===== src/rtl/sat2_enum_solver.sv =====
// Brute-force 2-SAT solver: clause RAM plus a candidate enumerator
// that scans one clause per cycle until a model is found or all fail.
module sat2_enum_solver #(
  parameter int NVARS       = 3,
  parameter int MAX_CLAUSES = 16,
  parameter int AW          = 4,
  parameter int LIT_W       = 8
) (
  input  logic             clk,
  input  logic             reset,
  input  logic             we,
  input  logic [AW-1:0]    addr,
  input  logic [LIT_W-1:0] var1,
  input  logic [LIT_W-1:0] var2,
  input  logic [AW:0]      num_clauses,
  input  logic             done,
  input  logic [AW-1:0]    rd_addr,
  output logic [LIT_W-1:0] rd_var1,
  output logic [LIT_W-1:0] rd_var2,
  output logic             busy,
  output logic             done2,
  output logic             sat,
  output logic             err,
  output logic [NVARS-1:0] assign_out,
  output logic [15:0]      cycles
);

  typedef enum logic [1:0] {
    S_IDLE,
    S_CHECK,
    S_DONE
  } state_e;

  state_e state_q, state_d;

  logic [2*LIT_W-1:0] ram_q [MAX_CLAUSES];

  logic [AW:0]      n_q, n_d;
  logic [AW-1:0]    idx_q, idx_d;
  logic [NVARS-1:0] cand_q, cand_d;
  logic             sat_q, sat_d;
  logic             err_q, err_d;
  logic [NVARS-1:0] asg_q, asg_d;
  logic [15:0]      cyc_q, cyc_d;

  logic             wr_ok;
  logic [AW:0]      n_clamp;
  logic [2*LIT_W-1:0] clause;
  logic             clause_true;
  logic             last;

  // Magnitude is one bit wider so the most negative literal cannot wrap.
  function automatic logic [LIT_W:0] lit_mag(input logic [LIT_W-1:0] l);
    logic [LIT_W:0] m;
    if (l[LIT_W-1]) m = ~{1'b1, l} + 1'b1;
    else            m = {1'b0, l};
    return m;
  endfunction

  function automatic logic lit_bad(input logic [LIT_W-1:0] l);
    return (l == '0) || (lit_mag(l) > (LIT_W+1)'(NVARS));
  endfunction

  function automatic logic lit_true(
    input logic [LIT_W-1:0] l,
    input logic [NVARS-1:0] c
  );
    logic [LIT_W:0] m;
    logic           v;
    m = lit_mag(l);
    v = 1'b0;
    for (int i = 0; i < NVARS; i++) begin
      if (m == (LIT_W+1)'(i + 1)) v = c[i];
    end
    return l[LIT_W-1] ? ~v : v;
  endfunction

  assign wr_ok = (state_q == S_IDLE) && we &&
                 ({1'b0, addr} < (AW+1)'(MAX_CLAUSES));

  always_ff @(posedge clk) begin
    if (wr_ok) ram_q[addr] <= {var1, var2};
  end

  assign rd_var1 = ram_q[rd_addr][2*LIT_W-1:LIT_W];
  assign rd_var2 = ram_q[rd_addr][LIT_W-1:0];

  assign n_clamp = (num_clauses > (AW+1)'(MAX_CLAUSES)) ?
                   (AW+1)'(MAX_CLAUSES) : num_clauses;

  assign clause      = ram_q[idx_q];
  assign clause_true = lit_true(clause[2*LIT_W-1:LIT_W], cand_q) |
                       lit_true(clause[LIT_W-1:0], cand_q);
  assign last        = ({1'b0, idx_q} == (n_q - 1'b1));

  always_comb begin
    state_d = state_q;
    n_d     = n_q;
    idx_d   = idx_q;
    cand_d  = cand_q;
    sat_d   = sat_q;
    asg_d   = asg_q;
    cyc_d   = cyc_q;
    err_d   = err_q |
              (wr_ok && (lit_bad(var1) || lit_bad(var2)));
    unique case (state_q)
      S_IDLE: begin
        if (done && !we) begin
          n_d     = n_clamp;
          idx_d   = '0;
          cand_d  = '0;
          cyc_d   = '0;
          asg_d   = '0;
          sat_d   = 1'b0;
          state_d = S_DONE;
          if (err_q)               sat_d   = 1'b0;
          else if (n_clamp == '0)  sat_d   = 1'b1;
          else                     state_d = S_CHECK;
        end
      end
      S_CHECK: begin
        cyc_d = (&cyc_q) ? cyc_q : cyc_q + 16'd1;
        if (!clause_true) begin
          if (&cand_q) begin
            sat_d   = 1'b0;
            state_d = S_DONE;
          end else begin
            cand_d = cand_q + 1'b1;
            idx_d  = '0;
          end
        end else if (last) begin
          sat_d   = 1'b1;
          asg_d   = cand_q;
          state_d = S_DONE;
        end else begin
          idx_d = idx_q + 1'b1;
        end
      end
      S_DONE:  state_d = S_IDLE;
      default: state_d = S_IDLE;
    endcase
  end

  always_ff @(posedge clk) begin
    if (reset) begin
      state_q <= S_IDLE;
      n_q     <= '0;
      idx_q   <= '0;
      cand_q  <= '0;
      sat_q   <= 1'b0;
      err_q   <= 1'b0;
      asg_q   <= '0;
      cyc_q   <= '0;
    end else begin
      state_q <= state_d;
      n_q     <= n_d;
      idx_q   <= idx_d;
      cand_q  <= cand_d;
      sat_q   <= sat_d;
      err_q   <= err_d;
      asg_q   <= asg_d;
      cyc_q   <= cyc_d;
    end
  end

  assign busy       = (state_q == S_CHECK);
  assign done2      = (state_q == S_DONE);
  assign sat        = sat_q;
  assign err        = err_q;
  assign assign_out = asg_q;
  assign cycles     = cyc_q;

endmodule


===== config.mk =====
export PLATFORM = sky130hd
export DESIGN_NAME = sat2_enum_solver
export DESIGN_NICKNAME = d
export VERILOG_FILES = /design/src/rtl/sat2_enum_solver.sv
export SDC_FILE = /design/constraint.sdc
export NUM_CORES = 1
export LEC_CHECK = 0
export BUFFER_PORTS_ARGS = -buffer_cell sky130_fd_sc_hd__buf_2
export CAP_MARGIN = 0
export CORE_MARGIN = 4
export CORE_UTILIZATION = 35
export DETAILED_ROUTE_END_ITERATION = 6
export GPL_ROUTABILITY_DRIVEN = 0
export SLEW_MARGIN = 20
export SYNTH_ARGS = -nofsm -noshare
export SYNTH_HDL_FRONTEND = slang
export SYNTH_SLANG_ARGS = --single-unit

===== constraint.sdc =====
create_clock -name clk -period 3.9 [get_ports clk]
set_input_delay 0.195 -clock clk [delete_from_list [all_inputs] [get_ports clk]]
set_output_delay 0.195 -clock clk [all_outputs]
set_load 0.02 [all_outputs]

==> parameters.txt, run 1 <==
Parameter                              Value

Logic synthesis
  Net count after synthesis    879
  Count of flip-flops with a built-in enable after synthesis    256
  Top_reg_cell synth    sky130_fd_sc_hd__edfxtp_1
  Average size of a mapped cell    16.89 µm²
  Async set-or-reset flop fraction in the synthesized netlist    0
  Synth top area share    0.5437
  Most instantiated cells after synthesis    sky130_fd_sc_hd__edfxtp_1 (256), sky130_fd_sc_hd__mux4_2 (134), sky130_fd_sc_hd__nor2_1 (53)
  Proportion of synthesized chip area in sequential cells    0.5989
  Cell count after synthesis    837
  Register bit total from synthesis    295
  Distinct cells, synth    63
  Ys Warns    0
  Most repeated cell in the gate-level netlist after synthesis    sky130_fd_sc_hd__edfxtp_1
  Library cell occupying the most area in the post-synthesis netlist    sky130_fd_sc_hd__edfxtp_1
  Mapped cell area    14,140 µm²
  Most area-consuming cells after synthesis    sky130_fd_sc_hd__edfxtp_1 (54%), sky130_fd_sc_hd__mux4_2 (21%), sky130_fd_sc_hd__dfxtp_1 (5.5%), sky130_fd_sc_hd__mux2i_1 (1.8%), sky130_fd_sc_hd__nor2_1 (1.4%)

Routing
  1st-pass router iterations    5
  Post-route DRC    0
  Detailed-route via count    8,481
  Per-cell routed wire length    25.23 µm
  DR vias/cell    5.635
  Total Routed Length    37,970 µm
  Antenna Nets Post-Route    0
  Number of design-rule violations left by the first detailed-router iteration    766

Setup path
  Critical path arrival    4.09 ns
  Worst stage delay on the critical path    0.44 ns
  Kind of start point of the critical path    flop
  Maximum fanout encountered on the critical timing path    10
  Count of buffering cells on the critical path with inverters included    2
  Crit path capture type    flop
  Category of cells accounting for the largest share of critical-path delay    compound AO/OA/AOI/OAI gates
  Data required time at the worst endpoint    4.29 ns
  Start-to-end type of the worst setup path    reg2reg
  CP max stage cell    sky130_fd_sc_hd__or4b_1
  Dominant cell type by count on the critical path    sky130_fd_sc_hd__buf_4
  Worst-path cell chain    buf_4 -> buf_4 -> nor2_1 -> a221oi_1 -> a22oi_1 -> and2_1 -> or4b_1 -> a211o_1 -> o211a_1 -> and2_4 -> o31a_4 -> a32o_1

Pwr
  Peak supply drop    259.8 µV
  P_leak    5.393 nW
  Pwr/cell area    430.2 nW/µm²

Placement
  Area after DPL    15,390 µm²
  Port bufs    71
  DPL Wire Length    24,480 µm

Cells and area
  Nets    996
  Area grow syn2layout    16.95%
  Final design area excluding fillers    16,530 µm²
  Share of cells above drive strength 1    0.3395

Clock tree
  Max H-tree Level    2
  Clock transition at the registers of the reported paths    0.06 ns
  TritonCTS Sinks    295
  Post-cts resize count    0
  Buffer levels on the longest clock path    3
  Insertion delay of the later-clocked pin in the worst-skew pair    0.52 ns
  Clock tree from TritonCTS    yes
  TritonCTS buffer count    34
  CTS Root Buffer Type    sky130_fd_sc_hd__clkbuf_16

Timing
  Share of the clock period used by the worst path    0.9485
  Slew HR    0.3481
  Final clock skew    0.02542 ns
  Count of endpoints failing setup in the final report    0
  Number of hold violations in the final report    0
  Slew at the pin closest to its max-slew limit    0.9689 ns
  Unrepaired setup endpoints after global routing    no
  Min Tclk post-route    3.699 ns
  Achievable Freq    0.2703 GHz
  Setup TNS after final layout    0 ns
  Number of slew-limit violations in the final report    0

Global route
  Number of global-route vias before repair    8,678
  Antenna violations before repair    2
  Tot GR Track Use    0.1692
  Leftover overflow at the end of global routing    0
  Maximum number of pins on one net before global-route repair    65
  First-pass GRT wire length    55,670 µm

Run status
  Outcome    finished, final reports clean

Floorplanning
  Area inside the core boundary    39,820 µm²
  Number of placement rows    73
  Number of ports placed on the die boundary    72
  Area of the die    43,670 µm²
  Vertical die dimension    209.0 µm
  Die width    209.0 µm
  Initial Util    0.3550

Min path
  Worst min-delay path class    in2reg

Run
  Max-cap violations    0
area by class of cell:
| cell class | count | area, µm² |
|---|---|---|
| sequential | 295 | 8474 |
| tap | 525 | 656.9 |
| multi-input combinational | 477 | 5401 |
| inverter | 18 | 67.56 |
| antenna | 2 | 5.005 |
| fill | 3625 | 23290 |
| clock inverter | 14 | 116.4 |
| clock buffer | 46 | 917.1 |
| timing repair buffer | 128 | 895.9 |
placed cells by master, fill, tap and decap left out, drive strengths merged, types with 10 or more instances in the layout:
cell / netlist / final
inv: 17 / 18
buf: 29 / 127
mux4: 140 / 140
o21ai: 15 / 15
a21oi: 22 / 22
a22oi: 11 / 11
nor2: 53 / 53
clkinv: 1 / 12
dfxtp: 39 / 39
xor2: 10 / 10
clkbuf: 18 / 46
nand2: 32 / 32
mux2i: 26 / 26
nand2b: 15 / 15
edfxtp: 256 / 256
nand3: 16 / 16
xnor2: 10 / 10
nor3: 15 / 15
metal layers:
layer / vias to the layer above / track usage / routed length, µm / share of wire
met2: 323 / 0.2916 / 19290 / 0.51
li1: 3705 / - / - / -
met4: 0 / 0.05221 / 1021 / 0.027
met5: - / 0 / 0 / 0
met3: 62 / 0.02807 / 2455 / 0.065
met1: 4391 / 0.2209 / 15210 / 0.40
through the flow:
step                  util  total power, mW  instances  setup slack [ns]  hold WS [ns]
finish              0.4152            7.114       1505            0.2007       0.06696
global route        0.4152            7.366       1505           0.01908       0.07409
global placement    0.3865            4.165       1434            0.1297        0.4649
CTS                 0.4128            7.163       1495           0.03557       0.05615
floorplan                -            3.955        837            0.3039        0.2939
detailed placement  0.3865            4.174       1434           0.05862        0.4950
where the power goes:
part | leakage, nW | switching (mW) | total (mW) | internal, mW
clock network | 0.499 | 1.22 | 2.99 | 1.78
registers | 2.63 | 0.0307 | 3.51 | 3.48
logic | 2.27 | 0.343 | 0.615 | 0.271
kinds of logic after synthesis:
| kind of cell | Yosys count | synth area share |
|---|---|---|
| multiplexers | 169 | 0.2454 |
| AND/OR/NAND/NOR | 189 | 0.06858 |
| XOR/XNOR | 20 | 0.01239 |
| flip-flops | 295 | 0.5989 |
| buffers and inverters | 65 | 0.02256 |
| adder cells (fa/ha/maj) | 9 | 0.007965 |
| AO/OA/AOI/OAI | 90 | 0.04416 |
path summary, 6_finish.rpt:
kind,depth (start not counted),start,end,slack [ns]
worst max-delay path,12,flop,flop,0.20
worst min-delay path,1,var2[1],ram_q[13][1],0.07
worst max register to register,12,flop,flop,0.20
worst min register to register,2,err,err,0.50
sequential cells by signal, indices dropped and copies added (netlist names), named ones only:
register    count
err             1
ram_q         256
cand_q          3
state_q         2
cycles         16
assign_out      3
idx_q           4
sat             1
n_q             5
timing repair:
| item | 4_1_cts | 5_1_grt |
|---|---|---|
| hold endpoints to repair | 1 | 0 |
| hold buffers | 1 | 0 |
| endpoints found under the setup margin | 0 | 7 |
| buffers inserted | 0 | 8 |
Note: power is estimated with default switching activity, not from simulation.
==> run 2, diff against run 1 <==
- BUFFER_PORTS_ARGS: -buffer_cell sky130_fd_sc_hd__buf_2 -> default
- DONT_BUFFER_PORTS: default -> 1
==> parameters.txt, run 2 (synthesis results as in run 1) <==
Parameter                              Value

Timing
  Unrepaired setup endpoints after global routing    no
  Min Tclk post-route    3.593 ns
  Slew HR    0.3594
  Final clock skew    0.02593 ns
  Slew at the pin closest to its max-slew limit    0.9521 ns
  Count of endpoints failing setup in the final report    0
  Number of hold violations in the final report    0
  Worst hold-check slack    0.01441 ns
  Number of slew-limit violations in the final report    0
  Setup TNS after final layout    0 ns
  Worst setup slack after layout    0.3072 ns
  Share of the clock period used by the worst path    0.9212
  Achievable Freq    0.2783 GHz

Routing
  Antenna Nets Post-Route    0
  Per-cell routed wire length    26.48 µm
  DR vias/cell    5.709
  Total Routed Length    38,160 µm
  Detailed-route via count    8,227
  1st-pass router iterations    5
  Post-route DRC    0
  Number of design-rule violations left by the first detailed-router iteration    779

Cells and area
  Nets    933
  Share of cells above drive strength 1    0.2823
  Most common cell after layout, fill and taps aside    sky130_fd_sc_hd__edfxtp_1
  Most used cells in the layout excluding fill and tap cells    sky130_fd_sc_hd__edfxtp_1 (256), sky130_fd_sc_hd__mux4_2 (134), sky130_fd_sc_hd__buf_4 (43)
  Final design area excluding fillers    16,240 µm²
  Largest Register    ram_q
  Area used by sequential logic in the layout    8474 µm²
  Multi-input gate area in the final layout    5404 µm²
  Total of fill cells in the finished design    3,607
  Flip-flop count of the largest register, all copies and words added    256
  Area grow syn2layout    14.88%
  Fraction of the core area covered by cells at the end of the flow    0.4078

Clock tree
  TritonCTS buffer count    34
  Clock tree from TritonCTS    yes
  Max H-tree Level    2
  Insertion delay of the later-clocked pin in the worst-skew pair    0.51 ns
  TritonCTS Sinks    295
  Clock transition at the registers of the reported paths    0.06 ns
  CTS Root Buffer Type    sky130_fd_sc_hd__clkbuf_16
  Buffer levels on the longest clock path    3

Floorplanning
  Area of the die    43,670 µm²
  Area inside the core boundary    39,820 µm²
  Die width    209.0 µm
  Number of ports placed on the die boundary    72
  Initial Util    0.3550
  Number of placement rows    73
  Vertical die dimension    209.0 µm

Setup path
  Setup slack of the most critical reg-to-reg path    0.31 ns
  Maximum fanout encountered on the critical timing path    14
  Data required time at the worst endpoint    4.28 ns
  Crit path capture type    flop
  Critical path arrival    3.97 ns
  Start-to-end type of the worst setup path    reg2reg
  Kind of start point of the critical path    flop
  Number of cells on the worst reg-to-reg path    13

Global route
  Antenna violations before repair    1
  First-pass GRT wire length    56,590 µm
  Tot GR Track Use    0.1724
  Leftover overflow at the end of global routing    0
  Maximum number of pins on one net before global-route repair    65
  Number of global-route vias before repair    8,506

Pwr
  Part of the power in combinational logic    0.072
  Peak supply drop    222.2 µV
  Fraction of power consumed by the clock network    0.434
  P_leak    5.106 nW
  Part of the power in registers    0.494
  Switch share    0.2127
  Sw power    1.511 mW
  Cell-internal power    5.592 mW
  Pwr/cell area    437.3 nW/µm²

Placement
  Port bufs    0
  Area after DPL    14,900 µm²
  DPL Wire Length    22,810 µm
  Placement-stage worst setup slack    0.2213 ns

Run
  Max-cap violations    0

Min path
  Worst min-delay path class    in2reg
  Beginning of the worst hold path    num_clauses[0]
  Cell depth of the worst min-delay path    4
  Worst hold path endpoint    state_q[0]

Run status
  Outcome    finished, final reports clean
==> run 2: power groups by stage <==
| stage | clock network [mW] | registers (mW) | logic (mW) |
|---|---|---|---|
| final | 3.08 | 3.51 | 0.510 |
| after floorplan | 0 | 3.56 | 0.394 |
| after detailed placement | 0 | 3.58 | 0.447 |
| after global placement | 0 | 3.58 | 0.443 |
| after CTS | 3.15 | 3.51 | 0.502 |
| after global routing | 3.30 | 3.51 | 0.551 |
==> run 2: final cells by class <==
cell class | instances | share of cell area
sequential | 295 | 0.5218
multi-input combinational | 477 | 0.3327
clock buffer | 46 | 0.05731
tap | 525 | 0.04044
timing repair buffer | 65 | 0.03467
clock inverter | 13 | 0.008628
inverter | 18 | 0.004160
antenna | 2 | 0.0003081
==> run 2: worst max path at each step <==
stage	start	to	slack (ns)	depth (start not counted)
after floorplan	flop	flop	0.30	15
after detailed placement	flop	flop	0.22	14
after global routing	flop	flop	0.06	12
after CTS	flop	flop	0.16	15
final	flop	flop	0.31	13
after global placement	flop	flop	0.24	11
==> run 2: layer usage <==
metal | track usage | wire (µm) | vias to the layer above
met5 | 0 | 0 | -
met4 | 0.05063 | 1162 | 0
met3 | 0.03618 | 2393 | 68
met2 | 0.3014 | 19760 | 260
met1 | 0.2174 | 14840 | 4312
li1 | - | - | 3587
==> run 2: repair_timing <==
item	in CTS	in global routing
endpoints found under the setup margin	0	7
setup buffers	0	9
resized for setup	0	1
endpoints found under the hold margin	275	0
hold buffers	20	0
==> run 2: worst max-delay path, cell delays in order, from the launching register on <==
cell                      delay (ns)
sky130_fd_sc_hd__dfxtp_4        0.46
sky130_fd_sc_hd__buf_4          0.15
sky130_fd_sc_hd__mux4_2         0.48
sky130_fd_sc_hd__a22oi_1        0.24
sky130_fd_sc_hd__nand2_1        0.16
sky130_fd_sc_hd__inv_1          0.09
sky130_fd_sc_hd__ha_1           0.22
sky130_fd_sc_hd__mux2i_1        0.16
sky130_fd_sc_hd__a21oi_1        0.08
sky130_fd_sc_hd__or2_2          0.28
sky130_fd_sc_hd__a32o_1         0.33
sky130_fd_sc_hd__and2_4         0.19
sky130_fd_sc_hd__o31a_4         0.37
sky130_fd_sc_hd__a32o_1         0.26
==> run 2: through the flow <==
step	total power, mW	cells
after detailed placement	4.027	1351
after floorplan	3.955	837
after global placement	4.021	1351
final	7.102	1441
after global routing	7.362	1440
after CTS	7.168	1430
